<file path="config.mk">
export PLATFORM = sky130hd
export DESIGN_NAME = cb_dbuf_cfg
export DESIGN_NICKNAME = d
export VERILOG_FILES = /design/src/rtl/cb_dbuf_cfg.sv
export SDC_FILE = /design/constraint.sdc
export NUM_CORES = 1
export LEC_CHECK = 0
export CORE_UTILIZATION = 56
export CTS_BUF_LIST = sky130_fd_sc_hd__clkbuf_4 sky130_fd_sc_hd__clkbuf_8 sky130_fd_sc_hd__clkbuf_16
export DETAILED_ROUTE_END_ITERATION = 7
export GPL_TIMING_DRIVEN = 0
export PLACE_DENSITY = 0.81
export SLEW_MARGIN = 20
export SYNTH_ARGS = -nofsm -noshare
export SYNTH_HDL_FRONTEND = slang
export SYNTH_SLANG_ARGS = --single-unit
</file>
<file path="constraint.sdc">
create_clock -name prog_clk -period 3.6 [get_ports prog_clk]
set_clock_uncertainty 0.15 [all_clocks]
set_input_delay 0.9 -clock prog_clk [delete_from_list [all_inputs] [get_ports prog_clk]]
set_output_delay 0.9 -clock prog_clk [all_outputs]
set_load 0.03 [all_outputs]
</file>
<file path="src/rtl/cb_dbuf_cfg.sv">
// -----------------------------------------------------------------------------
// cb_dbuf_cfg
//
// Connection block with double-buffered configuration memory. Each of NUM_PINS
// grid-pin multiplexers picks one of MUX_SIZE channel tracks. Selects are
// written one bit at a time into a shadow bank. A commit copies the shadow
// bank into the active bank one pin per cycle, so a pin only ever switches
// between two complete selects. Channel tracks pass straight through.
//
// Ports
//   prog_clk     configuration / state clock
//   pReset       asynchronous active-high reset
//   chanx_in     channel tracks in
//   chanx_out    channel tracks out (combinational pass-through)
//   grid_pin     mux outputs, combinational from active bank and chanx_in
//   cfg_en       shadow write strobe (IDLE only)
//   cfg_addr     {pin index, bit index}, pin index in the MSBs
//   cfg_data     bit value to write
//   cfg_commit   start a shadow -> active copy
//   cfg_rd_en    readback strobe
//   cfg_rd_sel   readback bank: 0 = shadow, 1 = active
//   cfg_rd_data  registered readback bit
//   cfg_busy     copy in progress
//   cfg_done     one-cycle pulse when a copy finishes
//   cfg_err      sticky error flag, cleared only by pReset
//
// Input i of pin p is track (p*PIN_STRIDE + i*IN_STRIDE) mod CHAN_W.
// Select 0 disconnects the pin, select s in 1..MUX_SIZE picks input s-1,
// and any larger select also drives 0.
// -----------------------------------------------------------------------------
module cb_dbuf_cfg #(
  parameter  int CHAN_W     = 18,
  parameter  int NUM_PINS   = 11,
  parameter  int MUX_SIZE   = 6,
  parameter  int PIN_STRIDE = 2,
  parameter  int IN_STRIDE  = 3,
  localparam int SEL_W      = $clog2(MUX_SIZE + 1),
  localparam int PIN_AW     = (NUM_PINS > 1) ? $clog2(NUM_PINS) : 1,
  localparam int BIT_AW     = (SEL_W > 1) ? $clog2(SEL_W) : 1
) (
  input  logic                     prog_clk,
  input  logic                     pReset,
  input  logic [CHAN_W-1:0]        chanx_in,
  output logic [CHAN_W-1:0]        chanx_out,
  output logic [NUM_PINS-1:0]      grid_pin,
  input  logic                     cfg_en,
  input  logic [PIN_AW+BIT_AW-1:0] cfg_addr,
  input  logic                     cfg_data,
  input  logic                     cfg_commit,
  input  logic                     cfg_rd_en,
  input  logic                     cfg_rd_sel,
  output logic                     cfg_rd_data,
  output logic                     cfg_busy,
  output logic                     cfg_done,
  output logic                     cfg_err
);

  // Both banks are stored flat: pin p occupies bits [p*SEL_W +: SEL_W].
  localparam int CFG_BITS = NUM_PINS * SEL_W;
  localparam int IDX_W    = (CFG_BITS > 1) ? $clog2(CFG_BITS) : 1;

  localparam logic [PIN_AW-1:0] LAST_PIN = PIN_AW'(NUM_PINS - 1);

  typedef enum logic {
    IDLE = 1'b0,
    COPY = 1'b1
  } state_t;

  // ---------------------------------------------------------------------------
  // State
  // ---------------------------------------------------------------------------
  state_t              state_q,   state_d;
  logic [PIN_AW-1:0]   cnt_q,     cnt_d;
  logic [CFG_BITS-1:0] shadow_q,  shadow_d;
  logic [CFG_BITS-1:0] active_q,  active_d;
  logic                done_q,    done_d;
  logic                err_q,     err_d;
  logic                rd_data_q, rd_data_d;

  // ---------------------------------------------------------------------------
  // Address decode, shared by write and readback
  // ---------------------------------------------------------------------------
  logic [PIN_AW-1:0]   addr_pin;
  logic [BIT_AW-1:0]   addr_bit;
  logic                addr_ok;
  logic [IDX_W-1:0]    addr_idx;
  logic [CFG_BITS-1:0] addr_mask;
  logic [IDX_W-1:0]    copy_idx;
  logic [CFG_BITS-1:0] copy_mask;
  logic [CFG_BITS-1:0] rd_bank;

  assign addr_pin = cfg_addr[PIN_AW+BIT_AW-1 -: PIN_AW];
  assign addr_bit = cfg_addr[BIT_AW-1:0];

  // Compare one bit wider than the field so a power-of-two bound does not
  // wrap to zero.
  assign addr_ok = ({1'b0, addr_pin} < (PIN_AW+1)'(NUM_PINS)) &&
                   ({1'b0, addr_bit} < (BIT_AW+1)'(SEL_W));

  // For an out-of-range address the index is meaningless, but every consumer
  // of addr_mask is qualified by addr_ok.
  assign addr_idx  = IDX_W'(addr_pin) * IDX_W'(SEL_W) + IDX_W'(addr_bit);
  assign addr_mask = CFG_BITS'(1) << addr_idx;

  // Field of the pin currently being copied.
  assign copy_idx  = IDX_W'(cnt_q) * IDX_W'(SEL_W);
  assign copy_mask = CFG_BITS'({SEL_W{1'b1}}) << copy_idx;

  assign rd_bank   = cfg_rd_sel ? active_q : shadow_q;

  // ---------------------------------------------------------------------------
  // Next-state logic
  // ---------------------------------------------------------------------------
  always_comb begin
    // NOTE: every variable gets a default before any branch, so no path
    // through the block leaves a value unassigned and no latch is inferred.
    state_d   = state_q;
    cnt_d     = cnt_q;
    shadow_d  = shadow_q;
    active_d  = active_q;
    done_d    = 1'b0;
    err_d     = err_q;
    rd_data_d = rd_data_q;

    case (state_q)
      IDLE: begin
        if (cfg_en && addr_ok) begin
          shadow_d = (shadow_q & ~addr_mask) | (cfg_data ? addr_mask : '0);
        end
        // A write in this same cycle lands in shadow_q before the first copy
        // cycle reads it, so the copy includes it.
        if (cfg_commit) begin
          state_d = COPY;
          cnt_d   = '0;
        end
      end

      COPY: begin
        active_d = (active_q & ~copy_mask) | (shadow_q & copy_mask);
        if (cnt_q == LAST_PIN) begin
          state_d = IDLE;
          cnt_d   = '0;
          done_d  = 1'b1;
        end else begin
          cnt_d = cnt_q + PIN_AW'(1);
        end
        // cfg_commit is ignored here and is not an error.
      end

      default: begin
        state_d = IDLE;
        cnt_d   = '0;
      end
    endcase

    // Writes are dropped while copying or when out of range.
    if (cfg_en && ((state_q == COPY) || !addr_ok)) begin
      err_d = 1'b1;
    end

    // Readback samples the current (pre-write) bank contents, so a read and
    // write to the same shadow bit in one cycle returns the old value.
    if (cfg_rd_en) begin
      if (addr_ok) begin
        rd_data_d = |(rd_bank & addr_mask);
      end else begin
        rd_data_d = 1'b0;
        err_d     = 1'b1;
      end
    end
  end

  // ---------------------------------------------------------------------------
  // Registers
  // ---------------------------------------------------------------------------
  // NOTE: both configuration banks sit in the asynchronous reset. Unlike a
  // data RAM they drive routing directly, so a reset must leave every pin
  // disconnected rather than holding stale or unknown selects.
  always_ff @(posedge prog_clk or posedge pReset) begin
    if (pReset) begin
      state_q   <= IDLE;
      cnt_q     <= '0;
      shadow_q  <= '0;
      active_q  <= '0;
      done_q    <= 1'b0;
      err_q     <= 1'b0;
      rd_data_q <= 1'b0;
    end else begin
      // NOTE: non-blocking assignments throughout, so every register samples
      // the values from before this edge regardless of statement order.
      state_q   <= state_d;
      cnt_q     <= cnt_d;
      shadow_q  <= shadow_d;
      active_q  <= active_d;
      done_q    <= done_d;
      err_q     <= err_d;
      rd_data_q <= rd_data_d;
    end
  end

  // ---------------------------------------------------------------------------
  // Outputs
  // ---------------------------------------------------------------------------
  assign chanx_out   = chanx_in;
  // Decoded from the state register, so an asynchronous reset drops it at once.
  assign cfg_busy    = (state_q == COPY);
  assign cfg_done    = done_q;
  assign cfg_err     = err_q;
  assign cfg_rd_data = rd_data_q;

  // ---------------------------------------------------------------------------
  // Grid-pin multiplexers: AND-OR of one-hot select decode against the taps.
  // Selects of 0 or above MUX_SIZE match no tap and yield 0.
  // ---------------------------------------------------------------------------
  for (genvar p = 0; p < NUM_PINS; p++) begin : g_pin
    logic [SEL_W-1:0]    sel;
    logic [MUX_SIZE-1:0] taps;
    logic [MUX_SIZE-1:0] hit;

    assign sel = active_q[p*SEL_W +: SEL_W];

    for (genvar i = 0; i < MUX_SIZE; i++) begin : g_in
      assign taps[i] = chanx_in[(p*PIN_STRIDE + i*IN_STRIDE) % CHAN_W];
      assign hit[i]  = (sel == SEL_W'(i + 1));
    end

    assign grid_pin[p] = |(taps & hit);
  end

endmodule

</file>
==> qor.yml <==
tightest_slew_ns: 0.646
switching_power_mw: 1.08
regArea_mm2: 0.00185
cts.clk_slew.worst_paths_ns: 0.08
syn_nets: 556
dpl.hpwl_um: 9990
power_density_mw_per_mm2: 447
p_seq_frac: 0.374
cts_root_buf: "clkbuf_8"
ff2ff_setup_slack_ns: 1.25
cp-start-kind: "primary input"
port-buffer-count: 62
min_period_ns: 3.54
routed_wirelength_um: 13800
grt_usage: 0.322
place.gp.congestion: 0.909
ys_ff_latch: 74
outcome: "finished clean"
final_common_cell: "dfrtp_1"
dp_cells: 680
combinationalPowerShare: 0.409
drive_above_1_share: 0.228
num_antenna_cells: 0
synth-edff-count: 0
stdcell_count: 710
ys_async_sr_fraction: 1.00
swShare: 0.392
nets: 644
timing.hold.ws_ns: 0.362
antenna_found_initial: 0
ff2ff_path_depth: 5
drcViolationCount: 0
fp.dieArea_mm2: 0.00907
highest_layer: "met4"
endpoint: "cfg_rd_data"
wl_per_cell_um: 19.5
cts_tree: "built"
h-tree-depth: 3
crit_type: "primary input to flip-flop"
fin_crit_sh: 0.984
initial_core_util: 0.587
max_cap_viol_count: 0
cts_buffers: 9
syn_area_mm2: 0.00487
wl_met2_um: 6700
dr.pass1.iters: 5
clk_path_buf_depth: 2
r2r-start: "cfg_busy"
final-setup-viol-count: 0
avgSynthCellArea_um2: 9.51
ctsHoldBuffers: 0
crit_fanout: 5
wl_met1_um: 5780
ant_nets: 0
final_cell_mix: "dfrtp_1 (74), mux2i_1 (50), clkdlybuf4s50_1 (48)"
viasPerCell: 6.14
slew_viol_final: 0
grt_pass1_vias: 4172
slew_headroom: 0.569
synth.distinct_cells: 53
clkPwrFrac: 0.218
internal_power_mw: 1.68
worstSetupStartpoint: "cfg_addr[4]"
finish.utilization: 0.744
grt_pass1_wl_um: 21500
end_kind: "flip-flop"
die_y_um: 95.3
synth_warnings: 0
synth_seq_area_share: 0.380
leakage_nw: 2.70
multi_input_area_mm2: 0.00280
rows: 33
core_area_mm2: 0.00830
dr_wl_met3_um: 930
fin_tns_setup_ns: 0
die_w_um: 95.3
grt_max_degree: 60
syn2layout_area_growth_pct: 26.9
timing.fmax_ghz: 0.282
vdd_drop_max_v: 0.000344
clock_sink_count: 74
grt-ovfl-total: 0
required_ns: 3.74
hold_viol: 0
drtIter0Drc: 313
worstSkewPairLatency_ns: 0.36
critical_path_arrival_ns: 3.68
pin_count: 64
syn-instance-count: 512
dr_total_vias: 4360
synth_flop_cell: "dfrtp_1"
hp-class: "flip-flop to flip-flop"
fill_cells: 594
==> logic make-up (layout without fill, tap and decap cells) <==
group,after synthesis,count (layout),synth area share
AO/OA/AOI/OAI,137,137,0.189
AND/OR/NAND/NOR,124,124,0.125
multiplexers,86,86,0.189
buffers and inverters,77,170,0.0784
flip-flops,74,74,0.380
adder cells (fa/ha/maj),13,13,0.0365
XOR/XNOR,1,1,0.00180
==> worst max-delay path: stages <==
cell,delay (ns)
clkdlybuf4s50_1,0.47
ha_1,0.33
inv_1,0.06
fa_2,0.63
or3b_4,0.41
buf_6,0.15
o22ai_2,0.18
o21ai_2,0.09
a31oi_2,0.23
nor4_2,0.06
a31oi_1,0.17
==> metrics by stage <==
step | power [mW] | area, um^2 | setup WS (ns)
after floorplan | 1.74 | 4940 | -0.0942
after global placement | 2.03 | 5690 | -1.05
after detailed placement | 2.08 | 5720 | -1.08
after CTS | 2.71 | 6080 | 0.00441
after global routing | 2.90 | 6180 | -0.0260
final | 2.76 | 6180 | 0.0592
==> area by class of cell <==
cell class | instances | share of cell area
Timing Repair Buffer | 82 | 0.131
Sequential cell | 74 | 0.300
Inverter | 28 | 0.0186
Clock buffer | 10 | 0.0223
Clock inverter | 6 | 0.00668
Buffer | 44 | 0.0474
Tap cell | 105 | 0.0213
Multi-Input combinational cell | 361 | 0.453
==> power groups by stage <==
stage | registers (mW) | logic, mW | clock network, mW
2_1_floorplan | 1.03 | 0.707 | 0
3_3_place_gp | 1.04 | 0.996 | 0
3_5_place_dp | 1.05 | 1.03 | 0
4_1_cts | 1.03 | 1.08 | 0.600
6_report | 1.03 | 1.13 | 0.602
5_1_grt | 1.05 | 1.22 | 0.638
==> worst min path at each step <==
stage                    from  cells past startpoint         to
floorplan           flip-flop                      2  flip-flop
global placement      cfg_err                      1    cfg_err
detailed placement    cfg_err                      1    cfg_err
CTS                   cfg_err                      1    cfg_err
global route          cfg_err                      1    cfg_err
finish                cfg_err                      1    cfg_err
==> repair_timing <==
action	CTS	global route
gates cloned	1	0
endpoints found under the hold margin	0	0
gates resized for setup	40	29
endpoints found under the setup margin	44	32
setup buffers	13	5
pin swaps	10	11
==> layer usage <==
| layer | up-vias | track usage |
|---|---|---|
| met5 | - | 0 |
| met4 | 0 | 0.129 |
| met3 | 38 | 0.0686 |
| met2 | 187 | 0.538 |
| met1 | 2118 | 0.406 |
| li1 | 2017 | - |
==> synth_stat cells, types with 10 or more instances <==
cell / n / share of area
o31ai_1: 26 / 0.040
mux2_2: 28 / 0.065
o22ai_1: 12 / 0.015
nand2_1: 41 / 0.032
clkbuf_1: 17 / 0.013
inv_1: 27 / 0.021
a311oi_1: 11 / 0.020
buf_4: 21 / 0.032
nand2b_1: 13 / 0.017
nor2_1: 31 / 0.024
o21ai_0: 39 / 0.040
dfrtp_1: 74 / 0.38
ha_1: 11 / 0.028
buf_2: 11 / 0.011
mux2i_1: 50 / 0.10
a21oi_1: 14 / 0.014
o22a_1: 10 / 0.018
Power figures use the tool's default switching activity.
